**config.mk**
```make
export PLATFORM = sky130hd
export DESIGN_NAME = pd_stream
export DESIGN_NICKNAME = d
export VERILOG_FILES = /design/src/rtl/pd_pkg.sv /design/src/rtl/pd_dff.sv /design/src/rtl/pd_stream.sv
export SDC_FILE = /design/constraint.sdc
export NUM_CORES = 1
export LEC_CHECK = 0
export CORE_UTILIZATION = 55
export CTS_CLUSTER_SIZE = 12
export DETAILED_ROUTE_END_ITERATION = 7
export PLACE_DENSITY_LB_ADDON = 0.05
export SLEW_MARGIN = 20
export SYNTH_ARGS = -nofsm -noshare
export SYNTH_HDL_FRONTEND = slang
export SYNTH_SLANG_ARGS = --single-unit
```
**constraint.sdc**
```tcl
create_clock -name clk -period 3.1 [get_ports clk]
set_input_delay 0.93 -clock clk [delete_from_list [all_inputs] [get_ports clk]]
set_output_delay 0.93 -clock clk [all_outputs]
set_load 0.1 [all_outputs]
```
**src/rtl/pd_pkg.sv**
```systemverilog
// Shared definitions for the pd_stream pattern detector: FSM encoding and
// default parameter values.
package pd_pkg;

    typedef enum logic [1:0] {
        ST_INIT = 2'b00,
        ST_SCAN = 2'b01,
        ST_FINI = 2'b11
    } pd_state_e;

    localparam int DEF_DW      = 10;
    localparam int DEF_AW      = 10;
    localparam int DEF_PW      = 7;
    localparam int DEF_BIT_SEL = 0;

endpackage

```
**src/rtl/pd_dff.sv**
```systemverilog
// Parametrised-width register with enable, asynchronous active-low reset and
// a per-instance reset value.
module pd_dff #(
    parameter int W = 1
) (
    input  logic         clk,
    input  logic         rst_n,
    input  logic         en,
    input  logic [W-1:0] rst_val,
    input  logic [W-1:0] d,
    output logic [W-1:0] q
);

    always_ff @(posedge clk or negedge rst_n) begin
        if (!rst_n) begin
            q <= rst_val;
        end else if (en) begin
            q <= d;
        end
    end

endmodule

```
**src/rtl/pd_stream.sv**
```systemverilog
// Serial pattern detector over a word memory: reads the length word at the top
// address, scans words 0..length and pulses flag on each pattern match.
// Optional saturating match counter enabled by defining PD_MATCH_CNT_EN.
module pd_stream
    import pd_pkg::*;
#(
    parameter int DW      = DEF_DW,
    parameter int AW      = DEF_AW,
    parameter int PW      = DEF_PW,
    parameter int BIT_SEL = DEF_BIT_SEL
) (
    input  logic          clk,
    input  logic          rst_n,
    input  logic [DW-1:0] data,
    input  logic [PW-1:0] pattern,
    input  logic          ovl,
    output logic [AW-1:0] addr,
    output logic          flag,
    output logic          fin,
    output logic [AW-1:0] match_cnt
);

    localparam logic [1:0] S_INIT   = ST_INIT;
    localparam logic [1:0] S_SCAN   = ST_SCAN;
    localparam logic [1:0] S_FINI   = ST_FINI;
    localparam logic [4:0] FILL_MAX = 5'(PW - 1);

    logic [1:0]    state_reg, state_next;
    logic [AW-1:0] addr_reg, addr_next;
    logic [AW-1:0] len_reg, len_in;
    logic [PW-1:0] pat_reg;
    logic          ovl_reg;
    logic [PW-1:0] hist_reg, cand;
    logic [4:0]    fill_reg, fill_next;
    logic          is_init, is_scan, b, hit;
    logic          unused_data;

    assign is_init     = (state_reg == S_INIT);
    assign is_scan     = (state_reg == S_SCAN);
    assign b           = data[BIT_SEL];
    assign unused_data = ^data;

    // Length word is zero-extended when the data word is narrower than addr.
    for (genvar gi = 0; gi < AW; gi++) begin : g_len
        if (gi < DW) begin : g_bit
            assign len_in[gi] = data[gi];
        end else begin : g_pad
            assign len_in[gi] = 1'b0;
        end
    end

    if (PW == 1) begin : g_pw1
        assign cand = b;
    end else begin : g_pwn
        assign cand = {hist_reg[PW-2:0], b};
    end

    assign hit       = (fill_reg >= FILL_MAX) && (cand == pat_reg);
    assign flag      = is_scan && hit;
    assign fin       = (state_reg == S_FINI);
    assign addr      = addr_reg;
    assign fill_next = (hit && !ovl_reg) ? 5'd0 :
                       (fill_reg == FILL_MAX) ? FILL_MAX : fill_reg + 5'd1;

    always_comb begin
        state_next = state_reg;
        addr_next  = addr_reg;
        case (state_reg)
            S_INIT: begin
                addr_next  = '0;
                state_next = (&len_in) ? S_FINI : S_SCAN;
            end
            S_SCAN: begin
                if (addr_reg == len_reg) begin
                    state_next = S_FINI;
                end else begin
                    addr_next = addr_reg + 1'b1;
                end
            end
            S_FINI: begin
                state_next = S_FINI;
            end
            default: begin
                state_next = S_INIT;
            end
        endcase
    end

    pd_dff #(.W(2)) u_state (
        .clk(clk), .rst_n(rst_n), .en(1'b1), .rst_val(S_INIT),
        .d(state_next), .q(state_reg)
    );

    pd_dff #(.W(AW)) u_addr (
        .clk(clk), .rst_n(rst_n), .en(1'b1), .rst_val({AW{1'b1}}),
        .d(addr_next), .q(addr_reg)
    );

    // Length, pattern and mode are captured once in INIT and then held.
    pd_dff #(.W(AW)) u_len (
        .clk(clk), .rst_n(rst_n), .en(is_init), .rst_val({AW{1'b0}}),
        .d(len_in), .q(len_reg)
    );

    pd_dff #(.W(PW + 1)) u_cfg (
        .clk(clk), .rst_n(rst_n), .en(is_init), .rst_val({(PW + 1){1'b0}}),
        .d({pattern, ovl}), .q({pat_reg, ovl_reg})
    );

    pd_dff #(.W(PW)) u_hist (
        .clk(clk), .rst_n(rst_n), .en(is_scan), .rst_val({PW{1'b0}}),
        .d(cand), .q(hist_reg)
    );

    pd_dff #(.W(5)) u_fill (
        .clk(clk), .rst_n(rst_n), .en(is_scan), .rst_val(5'd0),
        .d(fill_next), .q(fill_reg)
    );

`ifdef PD_MATCH_CNT_EN
    logic [AW-1:0] cnt_reg;
    logic          cnt_en;

    assign cnt_en = flag && !(&cnt_reg);

    pd_dff #(.W(AW)) u_cnt (
        .clk(clk), .rst_n(rst_n), .en(cnt_en), .rst_val({AW{1'b0}}),
        .d(cnt_reg + 1'b1), .q(cnt_reg)
    );

    assign match_cnt = cnt_reg;
`else
    assign match_cnt = '0;
`endif

endmodule

```
==> impl_metrics.py <==
metrics = {
    "sta": {
        "rsz0062_at_grt": "no",
        "finalMaxSlewViolations": 0,
        "period_share_pct": 94.08,
        "timing.final.ws_setup_ps": 183.6,
        "whs_ps": 509.0,
        "setup-violations-final": 0,
        "max_freq_ghz": 0.3429,
        "setup_tns_ps": 0,
        "relSlewSlack_pct": 40.42,
        "worstMarginPinSlew_ps": 893.7,
        "hold_violations": 0,
        "finClkSkew_ps": 5.682,
        "period_needed_ps": 2916,
    },
    "logic_synthesis": {
        "synthArstFlopShare_pct": 100.0,
        "synth_cells": 210,
        "synthMostInstantiatedCell": "nand2_1",
        "ys_ff_latch": 41,
        "yosysTopAreaCell": "dfrtp_1",
        "synth_top_flop_cell": "dfrtp_1",
        "syn_area_sq_um": 2226,
        "synth_common_cells": "nand2_1, dfrtp_1, mux2_2",
        "synth_area_per_cell_sq_um": 10.60,
        "yosysWarningCount": 0,
        "synthTopCellsByArea": "dfrtp_1, dfstp_2, mux2_2, nand2_1, xor2_1",
        "yosysTopAreaCellShare_pct": 34.85,
        "yosysSeqAreaShare_pct": 46.66,
        "synth.distinct_cells": 50,
        "synth_edf_count": 0,
    },
    "place": {
        "port_buffers": 31,
        "dp_slack_ps": -127.4,
        "placed_area_sq_um": 2517,
        "hpwl_mm": 3.023,
        "gp_congestion": 0.8223,
    },
    "critical_path": {
        "cp_slowest_cell": "dlygate4sd2_1",
        "crit_required_ps": 2170,
        "crit_path_end_kind": "output port",
        "worstPathCellList": "dlygate4sd2_1 > xor2_1 > nor3_2 > nand3_1 > nor2_4 > buf_12",
        "cp_max_fo": 2,
        "slowest_delay_ps": 260,
        "crit_type": "input pin to output port",
        "arrival_ps": 1990,
        "worstSetupStartpointType": "input pin",
    },
    "drt": {
        "wl_per_cell_um": 14.77,
        "dr_total_vias": 1659,
        "drc": 0,
        "wl_mm": 4.299,
        "first_pass_iters": 4,
        "ant_nets": 0,
        "drt_iter0_markers": 120,
        "viasPerCell": 5.701,
    },
    "clocking": {
        "cts_num_sinks": 41,
        "post_cts_resized": 2,
        "cts-root-buf": "clkbuf_8",
        "clkLatencyLatePin_ps": 290,
        "cts_hold_buf": 0,
        "ctsHtreeMaxLevel": 2,
        "post-cts-setup-buffers": 0,
        "tritoncts": "done",
        "numCtsBuffers": 5,
        "clockBufferDepth": 2,
        "clk_pin_slew_ps": 80,
    },
    "grt": {
        "grt_pass1_wl_mm": 7.258,
        "grt-ovfl-total": 0,
        "busiest_layer": "met2",
        "grt_max_degree": 42,
        "grt_util_met2_pct": 36.86,
        "antenna_found_initial": 0,
        "track_usage_pct": 22.75,
        "met3_usage_pct": 5.382,
        "grt_pass1_vias": 1544,
        "gr-usage-met1_pct": 29.97,
    },
    "power_and_ir_drop": {
        "power_mw": 2.429,
        "p_leak_nw": 1.119,
        "peakVddDrop_v": 0.0006764,
        "p_per_area_nw_per_um2": 919.7,
    },
    "run": {
        "maxCapViolCount": 0,
    },
    "hold_path": {
        "hold_path_class": "flop to flop",
    },
    "layout": {
        "drive_gt1_share_pct": 27.57,
        "num-nets-final": 265,
        "n_fill_cell": 292,
        "area_delta_synth_final_pct": 18.66,
        "num_antenna_cells": 0,
        "final_area_sq_um": 2641,
    },
    "floorplanning": {
        "core_area_sq_um": 3771,
        "fp.dieH_um": 65.62,
        "ios": 42,
        "initial_core_util_pct": 59.02,
        "fp.dieW_um": 65.62,
        "dieArea_sq_um": 4305,
        "rows": 22,
    },
    "outcome": {
        "status": "completed",
    },
}
[cells in the final DEF, fill, tap and decap left out, drive strengths merged, types with 2 or more instances in the layout]
cell,n
ha,3
nand2,32
conb,10
mux2,19
xor2,9
xnor2,8
nand4b,2
a21oi,4
or4b,2
o311ai,3
buf,17
clkdlybuf4s50,17
clkbuf,6
nor2,9
nand2b,2
dfrtp,31
dfstp,10
nor3,3
a31o,2
or4,4
inv,3
nand4,5
and2,2
o21ai,4
o211ai,3
nand3,13
a21o,2
[worst paths after layout]
path	startpoint	depth (start not counted)	end	slack (ps)
worst min register to register	u_hist.q[3]	2	u_hist.q[4]	510
worst max-delay path	data[0]	6	flag	180
max in group asynchronous	rst_n	1	u_hist.q[1]	1780
worst max register to register	u_addr.q[2]	5	u_addr.q[9]	930
min in group asynchronous	rst_n	1	u_fill.q[4]	760
worst min-delay path	u_hist.q[3]	2	u_hist.q[4]	510
[through the flow]
| step | instances | util, % |
|---|---|---|
| floorplan | 219 | - |
| global placement | 283 | 66.76 |
| detailed placement | 283 | 66.76 |
| CTS | 291 | 70.04 |
| global route | 291 | 70.04 |
| finish | 291 | 70.04 |
[metal layers]
| metal | routed length (um) | vias up | part of all wire, % |
|---|---|---|---|
| li1 | - | 787 | - |
| met1 | 1964 | 813 | 46 |
| met2 | 2095 | 53 | 49 |
| met3 | 203 | 6 | 4.7 |
| met4 | 34 | 0 | 0.79 |
| met5 | 0 | - | 0 |
[cell families after synthesis]
logic type	Yosys count	synth area share [%]
compound gates	25	8.039
mux	20	10.06
fa+ha+maj	3	1.687
flops	41	46.66
xor+xnor	17	7.533
other cells	1	0.1685
buf+inv	22	6.239
simple gates	81	19.62
[worst max-delay path: cells and delay by family]
kind,cells,cell delay [ps]
xor+xnor,1,180
simple gates,3,440
buf+inv,2,440
[cell type report]
class	instances	area, sq um	area share, %
multi-input combinational	156	1095	41.45
sequential	41	1039	39.32
timing repair buffer	35	316.6	11.98
clock buffer	6	82.58	3.126
tap	48	60.06	2.274
clock inverter	2	37.54	1.421
inverter	3	11.26	0.4263
[flip-flops by register name (all words and copies together), names as in the netlist]
signal	flops
u_len.q	10
u_addr.q	10
u_fill.q	5
u_state.q	2
u_cfg.q	8
u_hist.q	6
[where the power goes]
group          leakage (nW)  internal [mW]  total [mW]  switching, mW
combinational         0.595          0.340        1.06          0.715
clock                0.0574          0.262       0.450          0.188
sequential            0.467          0.710       0.924          0.214
total                  1.12           1.31        2.43           1.12
No activity file was read; power rests on OpenSTA's default activity.
